==> config.mk <==
export PLATFORM = sky130hd
export DESIGN_NAME = calc_input_sequencer
export DESIGN_NICKNAME = d
export VERILOG_FILES = /design/src/rtl/calc_input_sequencer.sv
export SDC_FILE = /design/constraint.sdc
export NUM_CORES = 1
export LEC_CHECK = 0
export BUFFER_PORTS_ARGS = -buffer_cell sky130_fd_sc_hd__buf_2
export CAP_MARGIN = 10
export CORE_MARGIN = 5
export CORE_UTILIZATION = 49
export DETAILED_ROUTE_END_ITERATION = 8
export PLACE_DENSITY = 0.77
export SLEW_MARGIN = 40
export SYNTH_ARGS = -nofsm -noshare
export SYNTH_HDL_FRONTEND = slang
export SYNTH_SLANG_ARGS = --single-unit
==> constraint.sdc <==
create_clock -name CLK -period 2.35 [get_ports CLK]
set_input_delay 0.235 -clock CLK [delete_from_list [all_inputs] [get_ports CLK]]
set_output_delay 0.235 -clock CLK [all_outputs]
set_load 0.01 [all_outputs]
==> src/rtl/calc_input_sequencer.sv <==
// Operand-entry sequencer for the switch calculator: steps WAIT_A -> WAIT_B -> WAIT_OP -> SHOW_RESULT
// on TRIGGER, steps back on UNDO. Optional opcode range check enabled by defining CALC_OP_CHECK_EN.
module calc_input_sequencer #(
    parameter int IN_WIDTH = 16,
    parameter int OP_WIDTH = 3,
    parameter int MAX_OP   = 4
) (
    input  logic                CLK,
    input  logic                RESET,
    input  logic [IN_WIDTH-1:0] IN,
    input  logic                TRIGGER,
    input  logic                UNDO,
    output logic [IN_WIDTH-1:0] A_OUT,
    output logic [IN_WIDTH-1:0] B_OUT,
    output logic [OP_WIDTH-1:0] OP_OUT,
    output logic [1:0]          STATE,
    output logic                LOAD_PULSE,
    output logic                RESULT_VALID,
    output logic                OP_ERR
);

    typedef enum logic [1:0] {
        WAIT_A      = 2'd0,
        WAIT_B      = 2'd1,
        WAIT_OP     = 2'd2,
        SHOW_RESULT = 2'd3
    } state_t;

    state_t              state_r;
    logic [IN_WIDTH-1:0] a_r;
    logic [IN_WIDTH-1:0] b_r;
    logic [OP_WIDTH-1:0] op_r;
    logic                load_r;
    logic                valid_r;
    logic                err_r;
    logic                op_legal_s;

`ifdef CALC_OP_CHECK_EN
    localparam logic [OP_WIDTH-1:0] MAX_OP_C = OP_WIDTH'(MAX_OP);

    // Opcode candidate on the switches is legal when it does not exceed MAX_OP
    always_comb begin
        if (IN[OP_WIDTH-1:0] > MAX_OP_C) begin
            op_legal_s = 1'b0;
        end else begin
            op_legal_s = 1'b1;
        end
    end
`else
    logic unused_max_op_s;
    assign unused_max_op_s = (MAX_OP != 0);
    assign op_legal_s      = 1'b1;
`endif

    // Entry FSM with operand capture; UNDO outranks TRIGGER, RESET outranks both
    always_ff @(posedge CLK) begin
        if (RESET) begin
            state_r <= WAIT_A;
            a_r     <= '0;
            b_r     <= '0;
            op_r    <= '0;
            load_r  <= 1'b0;
            valid_r <= 1'b0;
            err_r   <= 1'b0;
        end else if (UNDO) begin
            case (state_r)
                WAIT_A: begin
                    load_r <= 1'b0;
                end
                WAIT_B: begin
                    a_r     <= '0;
                    state_r <= WAIT_A;
                    valid_r <= 1'b0;
                    load_r  <= 1'b1;
                    err_r   <= 1'b0;
                end
                WAIT_OP: begin
                    b_r     <= '0;
                    state_r <= WAIT_B;
                    valid_r <= 1'b0;
                    load_r  <= 1'b1;
                    err_r   <= 1'b0;
                end
                SHOW_RESULT: begin
                    op_r    <= '0;
                    state_r <= WAIT_OP;
                    valid_r <= 1'b0;
                    load_r  <= 1'b1;
                    err_r   <= 1'b0;
                end
                default: begin
                    state_r <= WAIT_A;
                    valid_r <= 1'b0;
                    load_r  <= 1'b0;
                end
            endcase
        end else if (TRIGGER) begin
            case (state_r)
                WAIT_A: begin
                    a_r     <= IN;
                    state_r <= WAIT_B;
                    valid_r <= 1'b0;
                    load_r  <= 1'b1;
                    err_r   <= 1'b0;
                end
                WAIT_B: begin
                    b_r     <= IN;
                    state_r <= WAIT_OP;
                    valid_r <= 1'b0;
                    load_r  <= 1'b1;
                    err_r   <= 1'b0;
                end
                WAIT_OP: begin
                    if (op_legal_s) begin
                        op_r    <= IN[OP_WIDTH-1:0];
                        state_r <= SHOW_RESULT;
                        valid_r <= 1'b1;
                        load_r  <= 1'b1;
                        err_r   <= 1'b0;
                    end else begin
                        load_r <= 1'b0;
                        err_r  <= 1'b1;
                    end
                end
                SHOW_RESULT: begin
                    a_r     <= '0;
                    b_r     <= '0;
                    op_r    <= '0;
                    state_r <= WAIT_A;
                    valid_r <= 1'b0;
                    load_r  <= 1'b1;
                    err_r   <= 1'b0;
                end
                default: begin
                    state_r <= WAIT_A;
                    valid_r <= 1'b0;
                    load_r  <= 1'b0;
                end
            endcase
        end else begin
            load_r <= 1'b0;
        end
    end

    assign A_OUT        = a_r;
    assign B_OUT        = b_r;
    assign OP_OUT       = op_r;
    assign STATE        = state_r;
    assign LOAD_PULSE   = load_r;
    assign RESULT_VALID = valid_r;
    assign OP_ERR       = err_r;

endmodule

; Word level (Yosys, flattened, before mapping)
; Index checks and enable logic that the tools add are counted.
[totals]
register_bits = 40
inputBits = 20
wordCells = 55
[op_classes]
n_eq_ne = 8
muxes = 27
n_reduce_logical = 13
[op_table]
columns = op, count
row1 = $mux W16, 6
row2 = $pmux W16 S2, 2
row3 = $mux W1, 9
row4 = $mux W3, 3
row5 = $reduce_and A3 Y1, 3
row6 = $pmux W2 S4, 1
row7 = $ne A2 B1 Y1 const B, 3
row8 = $pmux W2 S3, 1
row9 = $pmux W3 S2, 1
row10 = $reduce_bool A3 Y1, 2
row11 = $reduce_or A3 Y1, 2
row12 = $eq A2 B2 Y1 const B, 2
row13 = $mux W2, 2
row14 = $ne A4 B1 Y1 const B, 1
row15 = $pmux W1 S2, 2
row16 = $reduce_and A2 Y1, 2
row17 = $reduce_bool A2 Y1, 2
row18 = $reduce_or A4 Y1, 1
row19 = $eq A2 B1 Y1 const B, 1
row20 = $logic_not A2 Y1, 1
row21 = $ne A2 B2 Y1 const B, 1

; Logic depth before layout (Yosys ltp)
; Gate-level depths: netlist of run 1.
[logic_depth]
depth_word = 5
ltp_mapped = 6
ltp_nobuf = 5

; Worst setup path before layout of run 1
; Ideal clock, no wire load.
[synth_timing]
path_type = reg-to-reg
start = reg state_r[1], in the netlist STATE[1]
end = reg b_r[10], in the netlist B_OUT[10]
setup_ns = 0.072
arrival_time_ns = 1.653
slack_ns = 0.625
path_stages_with_launch = 7
path_buffers = 1
cell_sequence = dfxtp_1 > inv_1 > ha_1 > or2_4 > a22oi_4 > buf_12 > mux2i_1
[synth_between]
elab_chain_len = 4
[synth_rtl]
columns = item, line
row1 = start: declaration, 29  ; state_t state_r;
row2 = start signal: assignment, 58  ; state_r <= WAIT_A;
row3 = start signal: assignment, 72  ; state_r <= WAIT_A;
row4 = start signal: assignment, 79  ; state_r <= WAIT_B;
row5 = $eq A2 B2 Y1 / $eq A2 B1 Y1 (equally long branches), 98  ; case (state_r)
row6 = $pmux W16 S2, 98
row7 = $mux W16, 97  ; end else if (TRIGGER) begin
row8 = $mux W16, 65  ; end else if (UNDO) begin
row9 = end signal: assignment, 60  ; b_r <= '0;
row10 = end signal: assignment, 78  ; b_r <= '0;
row11 = end signal: assignment, 107  ; b_r <= IN;
row12 = end: declaration, 31  ; logic [IN_WIDTH-1:0] b_r;
; Parallel ways exist; a longest one is shown, timed or not. The select of a mux whose other input is x is not followed.
; A chain may end at the register's enable or synchronous reset.

; Worst setup path in the final report of run 1
[layout_timing]
start = reg state_r[1], in the netlist STATE[1]
end = reg b_r[8], in the netlist B_OUT[8]
; The elaborated chain is that of the path after synthesis.

==> impl_metrics.env, run 1 <==
export IMPL_status="finished, final reports clean"
export IMPL_power_total_mw=1.44
export IMPL_hp_class="in2reg"
export IMPL_fin_skew_ps=4.26
export IMPL_cp_cell_sequence="inv_1, ha_1, or2_4, a22oi_4, buf_4, mux2i_1"
export IMPL_ioPinCount=60
export IMPL_grt_max_degree=27
export IMPL_ys_flop_type="dfxtp_1"
export IMPL_post_drt_wl_per_cell_microns=14.0
export IMPL_synth_area_sq_um=1710
export IMPL_syn_area_per_cell_sq_um=10.6
export IMPL_end_kind="flop"
export IMPL_rsz0062_at_grt="false"
export IMPL_maxSlewHeadroom_pct=59.2
export IMPL_synth_seq_area_share_pct=45.6
export IMPL_start_kind="flop"
export IMPL_htree_levels=2
export IMPL_dp_cells=258
export IMPL_postSynth_asyncResetShare_pct=0
export IMPL_firstDrtPassIters=4
export IMPL_grt_pass1_wl_microns=6460
export IMPL_synth_area_top_cells="dfxtp_1 (46%), mux2i_1 (9.9%), a22o_1 (8.2%)"
export IMPL_power_density_nw_per_um2=684
export IMPL_viasPerCell=5.04
export IMPL_die_w_microns=69.1
export IMPL_slew_violations=0
export IMPL_yosysWarnings=0
export IMPL_io_buffers=58
export IMPL_layout_drive_gt1_share_pct=34.1
export IMPL_core_sq_um=3360
export IMPL_fin_area_sq_um=2100
export IMPL_num_vias=1340
export IMPL_clock_sinks=39
export IMPL_first_iter_violations=50
export IMPL_tightest_slew_ps=612
export IMPL_yosys_cell_types_count=34
export IMPL_fill_cells=297
export IMPL_crit_slowest_cell="dfxtp_1"
export IMPL_clk_latency_ps=340
export IMPL_antenna_found_initial=0
export IMPL_drcViolationCount=0
export IMPL_fin_crit_sh_pct=75.6
export IMPL_ir_worst_vdd_mv=0.316
export IMPL_gp_congestion=0.791
export IMPL_n_antenna_cell=0
export IMPL_hold_viol_final=0
export IMPL_synth_area_leader_cell="dfxtp_1"
export IMPL_required_ps=2630
export IMPL_worstPathMaxFanout=16
export IMPL_syn2layout_area_growth_pct=22.7
export IMPL_max_freq_ghz=0.563
export IMPL_fin_tns_setup_ps=0
export IMPL_die_height_microns=69.1
export IMPL_synthMuxAreaShare_pct=9.94
export IMPL_ys_ff_latch=39
export IMPL_cts_buffers=5
export IMPL_cts_resized=0
export IMPL_synth_xor_area_share_pct=0
export IMPL_cts_root_buf="clkbuf_4"
export IMPL_clk_path_buf_depth=2
export IMPL_slowest_delay_ps=430
export IMPL_synth_cells=162
export IMPL_drt_total_wl_microns=3730
export IMPL_max_cap_viol_count=0
export IMPL_final_antenna_net_count=0
export IMPL_synth_most_common_cell="dfxtp_1"
export IMPL_synth_top_area_share_pct=45.6
export IMPL_cts_tree="yes"
export IMPL_crit_type="reg2reg"
export IMPL_synth_top_family_by_area="simple AND/OR/NAND/NOR gates"
export IMPL_cts_setup_buffers=0
export IMPL_place_hpwl_microns=2650
export IMPL_synth_nets=188
export IMPL_fin_crit_ps=1780
export IMPL_fin_nets=245
export IMPL_synth_fa_ha_area_share_pct=4.39
export IMPL_num_rows=21
export IMPL_synth_compound_area_share_pct=14.8
export IMPL_crit_arrival_ps=2050
export IMPL_clkTransAtPathRegs_ps=110
export IMPL_grt_pass1_vias=1350
export IMPL_finalNonFillerCells=266
export IMPL_synth_common_cells="dfxtp_1 (39), mux2i_1 (17), nand2_1 (17), nand2b_1 (17), a22o_1 (16)"
export IMPL_place_area_sq_um=2000
export IMPL_cts_hold_fix_buffers=0
export IMPL_grt_usage_pct=16.5
export IMPL_setup_viol=0
export IMPL_synth_simple_gate_area_share_pct=19.4
export IMPL_start_util_pct=50.9
export IMPL_synth_edff_count=0
export IMPL_die_area_sq_um=4770
export IMPL_leakagePower_nw=1.08
export IMPL_grt_ovfl_total=0
==> cell families after synthesis <==
kind of cell / Yosys count
other cells: 1
compound gates: 30
mux: 17
buf+inv: 14
simple gates: 55
flops: 39
fa+ha+maj: 6
==> critical path, delay by kind of cell, from the launching register on <==
family	cells	cell delay (ps)
and+or+nand+nor	1	260
adders and majority gates	1	260
muxes	1	230
DFF	1	430
buffers and inverters	2	400
AOI/OAI and AO/OA	1	130
==> report_power, final <==
| group | switching (mW) | internal, mW |
|---|---|---|
| logic | 0.106 | 0.0858 |
| clock network | 0.211 | 0.332 |
| registers | 0.0142 | 0.687 |
==> layout make-up <==
class	count	area [sq um]	share of cell area, %
Clock inverter	2	60.1	2.86
Clock buffer	6	41.3	1.97
Multi-Input combinational cell	109	836	39.8
Tap cell	46	57.6	2.74
Sequential cell	39	781	37.2
Timing Repair Buffer	61	313	14.9
Inverter	3	11.3	0.536
==> metrics by stage <==
step	hold slack, ps	setup slack [ps]	utilization, %
final	112	573	62.4
after global routing	103	458	62.4
after CTS	104	559	62.4
after detailed placement	461	594	59.4
after global placement	458	637	59.4
after floorplan	360	625	-
==> state kept, by name, indices dropped and copies added, names as in the netlist <==
name          flops
A_OUT            16
B_OUT            16
LOAD_PULSE        1
OP_OUT            3
RESULT_VALID      1
STATE             2
==> path summary, 6_finish.rpt <==
kind	start	to	slack [ps]	depth (start not counted)
min reg2reg	B_OUT[3]	B_OUT[3]	480	2
min	IN[9]	A_OUT[9]	110	2
max reg2reg	STATE[1]	B_OUT[8]	570	6
max	STATE[1]	B_OUT[8]	570	6
==> routing by layer <==
metal | part of all wire, % | global-route usage [%] | wire, microns | up-vias
li1 | - | - | - | 675
met1 | 46 | 20.8 | 1730 | 621
met2 | 47 | 26.1 | 1750 | 38
met3 | 5.2 | 4.65 | 195 | 6
met4 | 1.4 | 7.16 | 53 | 0
met5 | 0 | 0 | 0 | -
==> placed cells by master, fill, tap and decap left out, types with 2 or more instances in the layout <==
cell,n
mux2i_1,17
buf_2,58
nand2b_1,17
inv_1,3
ha_1,6
nor2b_1,3
nor2_1,2
dfxtp_1,39
a22o_1,16
nand3b_1,3
buf_4,3
clkbuf_4,5
nand2_1,17
o21ai_0,5
a21oi_1,5
bufinv_16,2
and4b_1,3
Note: power is estimated with default switching activity, not from simulation.
==> run 2, diff against run 1 <==
ABC_AREA = 1   (was unset)
CORE_UTILIZATION = 45   (was 49)
PLACE_DENSITY = 0.73   (was 0.77)
clock period = 1.43 ns   (was 2.35 ns; I/O delays follow)
==> run 2 against run 1 <==
  * Worst setup slack worse by 530 ps
  * Clock power up 97%
  * Power up 130%
  * Clock skew up 4.0 ps
  * Clock-buffer cell count unchanged
  * Sequential power up 85%
  * Critical endpoint is now A_OUT[7]
==> impl_metrics.env, run 2 <==
export IMPL_cts_buffers=5
export IMPL_synth_common_cells="nand2_1 (78), nor2_1 (71), dfxtp_1 (39)"
export IMPL_cp_cell_sequence="ha_4, nor2_4, nand2_2, inv_2, nor2_2, buf_12, nor2_1, nor2_1"
export IMPL_slowest_delay_ps=370
export IMPL_crit_family="simple AND/OR/NAND/NOR gates"
export IMPL_path_buf_inv=2
export IMPL_ys_ff_latch=39
export IMPL_synth_cells=276
export IMPL_leakagePower_nw=1.36
export IMPL_pwr_share_comb_pct=28.5
export IMPL_synth_area_sq_um=1820
export IMPL_synthMuxAreaShare_pct=0
export IMPL_clk_path_buf_depth=2
export IMPL_worst_hold_slack_ps=88.5
export IMPL_die_height_microns=73.6
export IMPL_clock_sinks=39
export IMPL_synth_seq_area_share_pct=42.9
export IMPL_max_freq_ghz=0.721
export IMPL_first_iter_violations=175
export IMPL_worstReg2RegStart="STATE[0]"
export IMPL_drcViolationCount=0
export IMPL_mostFrequentLayoutCells="nand2_1 (71), nor2_1 (61), buf_2 (58)"
export IMPL_cts_tree="yes"
export IMPL_yosys_cell_types_count=20
export IMPL_grt_ovfl_total=0
export IMPL_io_buffers=58
export IMPL_postSynth_asyncResetShare_pct=0
export IMPL_final_common_cell="nand2_1"
export IMPL_num_rows=23
export IMPL_synth_simple_gate_area_share_pct=40.8
export IMPL_gp_congestion=0.865
export IMPL_clkPwrFrac_pct=32.4
export IMPL_fin_nets=369
export IMPL_sw_frac_of_total_pct=31.1
export IMPL_cts_hold_fix_buffers=0
export IMPL_place_ws_ps=17.2
export IMPL_max_cap_viol_count=0
export IMPL_ioPinCount=60
export IMPL_hp_class="in2reg"
export IMPL_whs_endpoint="STATE[0]"
export IMPL_grt_max_degree=19
export IMPL_synth_area_top_cells="dfxtp_1 (43%), nand2_1 (16%), nor2_1 (15%)"
export IMPL_power_density_nw_per_um2=1330
export IMPL_worstPathMaxFanout=11
export IMPL_drt_total_wl_microns=4730
export IMPL_setup_ws_ps=42.9
export IMPL_clk_latency_ps=290
export IMPL_fin_crit_sh_pct=97.0
export IMPL_ys_flop_type="dfxtp_1"
export IMPL_r2r_cells=8
export IMPL_viasPerCell=4.76
export IMPL_final_antenna_net_count=0
export IMPL_final_core_util_pct=62.9
export IMPL_synth_top_area_share_pct=42.9
export IMPL_post_drt_wl_per_cell_microns=12.0
export IMPL_synth_nets=302
export IMPL_die_area_sq_um=5410
export IMPL_yosysWarnings=0
export IMPL_cts_root_buf="clkbuf_8"
export IMPL_rsz0062_at_grt="true"
export IMPL_crit_type="reg2reg"
export IMPL_start_kind="flop"
export IMPL_power_total_mw=3.32
export IMPL_fin_tns_setup_ps=0
export IMPL_start_util_pct=45.8
export IMPL_synth_area_leader_cell="dfxtp_1"
export IMPL_ff2ff_setup_slack_ps=40
export IMPL_crit_arrival_ps=1570
export IMPL_synth_top_family_by_area="simple AND/OR/NAND/NOR gates"
export IMPL_p_seq_share_pct=39.1
export IMPL_crit_top_cell="nor2_1"
export IMPL_required_ps=1610
export IMPL_synth_compound_area_share_pct=2.20
export IMPL_layout_drive_gt1_share_pct=34.6
export IMPL_p_int_mw=2.29
export IMPL_synth_fa_ha_area_share_pct=4.13
export IMPL_slew_violations=0
export IMPL_firstDrtPassIters=4
export IMPL_num_vias=1876
export IMPL_power_switching_mw=1.03
export IMPL_synth_xor_area_share_pct=0
export IMPL_crit_slowest_cell="dfxtp_4"
export IMPL_hold_depth=2
export IMPL_die_w_microns=73.6
export IMPL_syn_area_per_cell_sq_um=6.59
export IMPL_fin_crit_ps=1390
export IMPL_htree_levels=2
export IMPL_grt_pass1_wl_microns=7110
export IMPL_syn2layout_area_growth_pct=37.5
export IMPL_grt_usage_pct=17.0
export IMPL_antenna_found_initial=0
export IMPL_grt_pass1_vias=1728
export IMPL_clkTransAtPathRegs_ps=80
export IMPL_hold_viol_final=0
export IMPL_synth_most_common_cell="nand2_1"
export IMPL_n_antenna_cell=0
export IMPL_r2r_end="A_OUT[7]"
export IMPL_fin_skew_ps=8.23
export IMPL_end_kind="flop"
export IMPL_core_sq_um=3970
export IMPL_synth_edff_count=0
export IMPL_status="finished, final reports clean"
export IMPL_hp_start="RESET"
export IMPL_ir_worst_vdd_mv=0.600
export IMPL_setup_viol=0
export IMPL_place_hpwl_microns=3320
==> run 2: cell count changes after synthesis, moves of 16 or more <==
cell,previous run,this run
nand2b_1,17,0
mux2i_1,17,0
a22o_1,16,0
nand2_1,17,78
nand3_1,0,23
nor2_1,2,71
inv_1,3,29
==> run 2: worst max path at each step <==
| stage | from | endpoint | slack [ps] | depth (start not counted) |
|---|---|---|---|---|
| 2_1_floorplan | STATE[1] | A_OUT[0] | 30 | 7 |
| 3_3_place_gp | STATE[0] | B_OUT[11] | 40 | 6 |
| 3_5_place_dp | STATE[1] | A_OUT[7] | 20 | 9 |
| 4_1_cts | STATE[1] | A_OUT[7] | 3 | 9 |
| 5_1_grt | STATE[0] | A_OUT[5] | -50 | 7 |
| 6_report | STATE[0] | A_OUT[7] | 40 | 8 |
==> run 2: timing repair <==
action,4_1_cts,5_1_grt
pin swaps,0,9
resized for setup,1,49
buffers inserted,0,1
endpoints found under the setup margin,4,34
cloned,0,4
==> run 2: cell families after synthesis <==
logic type,count (synthesis)
simple gates,180
flops,39
compound gates,8
buf+inv,42
other cells,1
fa+ha+maj,6
==> run 2: per-layer routing <==
layer  routed length (microns)  up-vias  global-route usage [%]
met1                      2000      845                    19.8
met4                        75        0                    7.04
met3                       327        8                    5.06
li1                          -      965                       -
met5                         0        -                       0
met2                      2320       58                    28.7
==> run 2: through the flow <==
step | cell area, sq um | instances
detailed placement | 2190 | 381
floorplan | 1820 | 276
global placement | 2190 | 381
CTS | 2320 | 389
finish | 2500 | 394
global route | 2500 | 394
==> run 2: cell type report <==
cell class	instances	area, sq um
fill	366	1470
multi-input combinational	197	998
sequential	39	788
timing repair buffer	68	385
inverter	31	125
clock buffer	6	72.6
tap	50	62.6
clock inverter	2	60.1
timing repair inverter	1	7.51
==> run 2: power by group through the flow <==
stage / combinational, mW / sequential (mW) / clock [mW]
floorplan: 0.467 / 1.37 / 0
global placement: 0.809 / 1.31 / 0
detailed placement: 0.826 / 1.31 / 0
CTS: 0.829 / 1.29 / 1.10
global route: 1.07 / 1.31 / 1.16
finish: 0.945 / 1.30 / 1.07
==> run 3, diff against run 2 <==
RECOVER_POWER = 25   (was unset)
==> run 3 against run 2 <==
  * Critical endpoint unchanged
  * Sequential share of layout area is 0.27 points higher
  * Power is 0.35% lower
  * Final cell count stayed put
  * Flip-flop and latch count stayed put
  * Register-to-register slack hardly changed
  * First-iteration DRC count is 0.57% lower
  * Clock skew hardly changed
==> impl_metrics.env, run 3 (synthesis gave the netlist of run 2 again) <==
export IMPL_max_freq_ghz=0.721
export IMPL_setup_viol=0
export IMPL_setup_ws_ps=42.5
export IMPL_status="finished, final reports clean"
export IMPL_power_total_mw=3.31
export IMPL_worstReg2RegStart="STATE[0]"
export IMPL_final_common_cell="nand2_1"
export IMPL_post_drt_wl_per_cell_microns=12.1
export IMPL_first_iter_violations=174
export IMPL_clk_path_buf_depth=2
export IMPL_gp_congestion=0.865
export IMPL_cts_buffers=5
export IMPL_power_density_nw_per_um2=1330
export IMPL_clkTransAtPathRegs_ps=80
export IMPL_finalNonFillerCells=394
export IMPL_die_w_microns=73.6
export IMPL_fin_tns_setup_ps=0
export IMPL_core_sq_um=3970
export IMPL_clock_sinks=39
export IMPL_dp_cells=381
export IMPL_ff2ff_setup_slack_ps=40
export IMPL_num_vias=1874
export IMPL_die_area_sq_um=5410
export IMPL_grt_pass1_wl_microns=7110
export IMPL_start_util_pct=45.8
export IMPL_fill_cells=370
export IMPL_required_ps=1610
export IMPL_end_kind="flop"
export IMPL_crit_arrival_ps=1570
export IMPL_fin_nets=369
export IMPL_cts_tree="yes"
export IMPL_cts_hold_fix_buffers=0
export IMPL_fin_crit_sh_pct=97.0
export IMPL_hp_class="in2reg"
export IMPL_io_buffers=58
export IMPL_n_antenna_cell=0
export IMPL_hold_viol_final=0
export IMPL_syn2layout_area_growth_pct=36.3
export IMPL_place_area_sq_um=2190
export IMPL_fin_area_sq_um=2480
export IMPL_slew_violations=0
export IMPL_firstDrtPassIters=4
export IMPL_ir_worst_vdd_mv=0.600
export IMPL_clk_latency_ps=290
export IMPL_worst_hold_slack_ps=88.5
export IMPL_start_kind="flop"
export IMPL_grt_pass1_vias=1728
export IMPL_r2r_end="A_OUT[7]"
export IMPL_fin_crit_ps=1390
export IMPL_grt_max_degree=19
export IMPL_crit_path_end="A_OUT[7]"
export IMPL_max_cap_viol_count=0
export IMPL_drcViolationCount=0
export IMPL_fin_skew_ps=8.50
export IMPL_antenna_found_initial=0
export IMPL_cts_root_buf="clkbuf_8"
export IMPL_layout_drive_gt1_share_pct=29.7
export IMPL_final_antenna_net_count=0
export IMPL_place_hpwl_microns=3320
export IMPL_ioPinCount=60
export IMPL_final_core_util_pct=62.4
export IMPL_die_height_microns=73.6
export IMPL_htree_levels=2
export IMPL_viasPerCell=4.76
export IMPL_r2r_cells=8
export IMPL_mostFrequentLayoutCells="nand2_1 (71), nor2_1 (61), buf_2 (41)"
export IMPL_grt_ovfl_total=0
export IMPL_drt_total_wl_microns=4750
export IMPL_leakagePower_nw=1.29
export IMPL_rsz0062_at_grt="true"
export IMPL_startpoint="STATE[0]"
export IMPL_grt_usage_pct=17.0
export IMPL_worstPathMaxFanout=11
export IMPL_place_ws_ps=17.2
export IMPL_num_rows=23
export IMPL_crit_type="reg2reg"
[run 3: what timing repair did]
item | CTS | global route
gates resized for setup | 1 | 49
setup endpoints to repair | 4 | 34
setup buffers | 0 | 1
pin swaps | 0 | 9
gates cloned | 0 | 4
[run 3: critical path: stages, from the launching register on]
cell	delay (ps)
dfxtp_4	370
ha_4	160
nor2_4	210
nand2_2	130
inv_2	80
nor2_2	40
buf_12	140
nor2_1	90
nor2_1	50
[run 3: power breakdown]
group	internal (mW)	switching (mW)	total [mW]
Clock	0.697	0.376	1.07
Sequential	1.22	0.0785	1.30
Combinational	0.355	0.578	0.932
Total	2.27	1.03	3.31
[run 3: final cells by class]
class	instances	area (sq um)	share of cell area, %
Multi-Input combinational cell	197	998	40.3
Sequential cell	39	788	31.8
Timing Repair Buffer	68	364	14.7
Inverter	31	125	5.05
Clock buffer	6	72.6	2.93
Tap cell	50	62.6	2.52
Clock inverter	2	60.1	2.42
Timing Repair inverter	1	7.51	0.303
[run 3: routing by layer]
metal | global-route usage, % | wire, microns
met1 | 19.8 | 2030
met2 | 28.7 | 2330
met3 | 5.06 | 322
met4 | 7.04 | 75
met5 | 0 | 0
[run 3: worst min-delay path by stage]
stage	start	slack (ps)	depth (start not counted)	end
2_1_floorplan	RESET	210	1	OP_OUT[0]
3_3_place_gp	RESET	410	2	OP_OUT[1]
3_5_place_dp	RESET	410	2	RESULT_VALID
4_1_cts	RESET	90	2	STATE[0]
5_1_grt	RESET	80	2	STATE[0]
6_report	RESET	90	2	STATE[0]
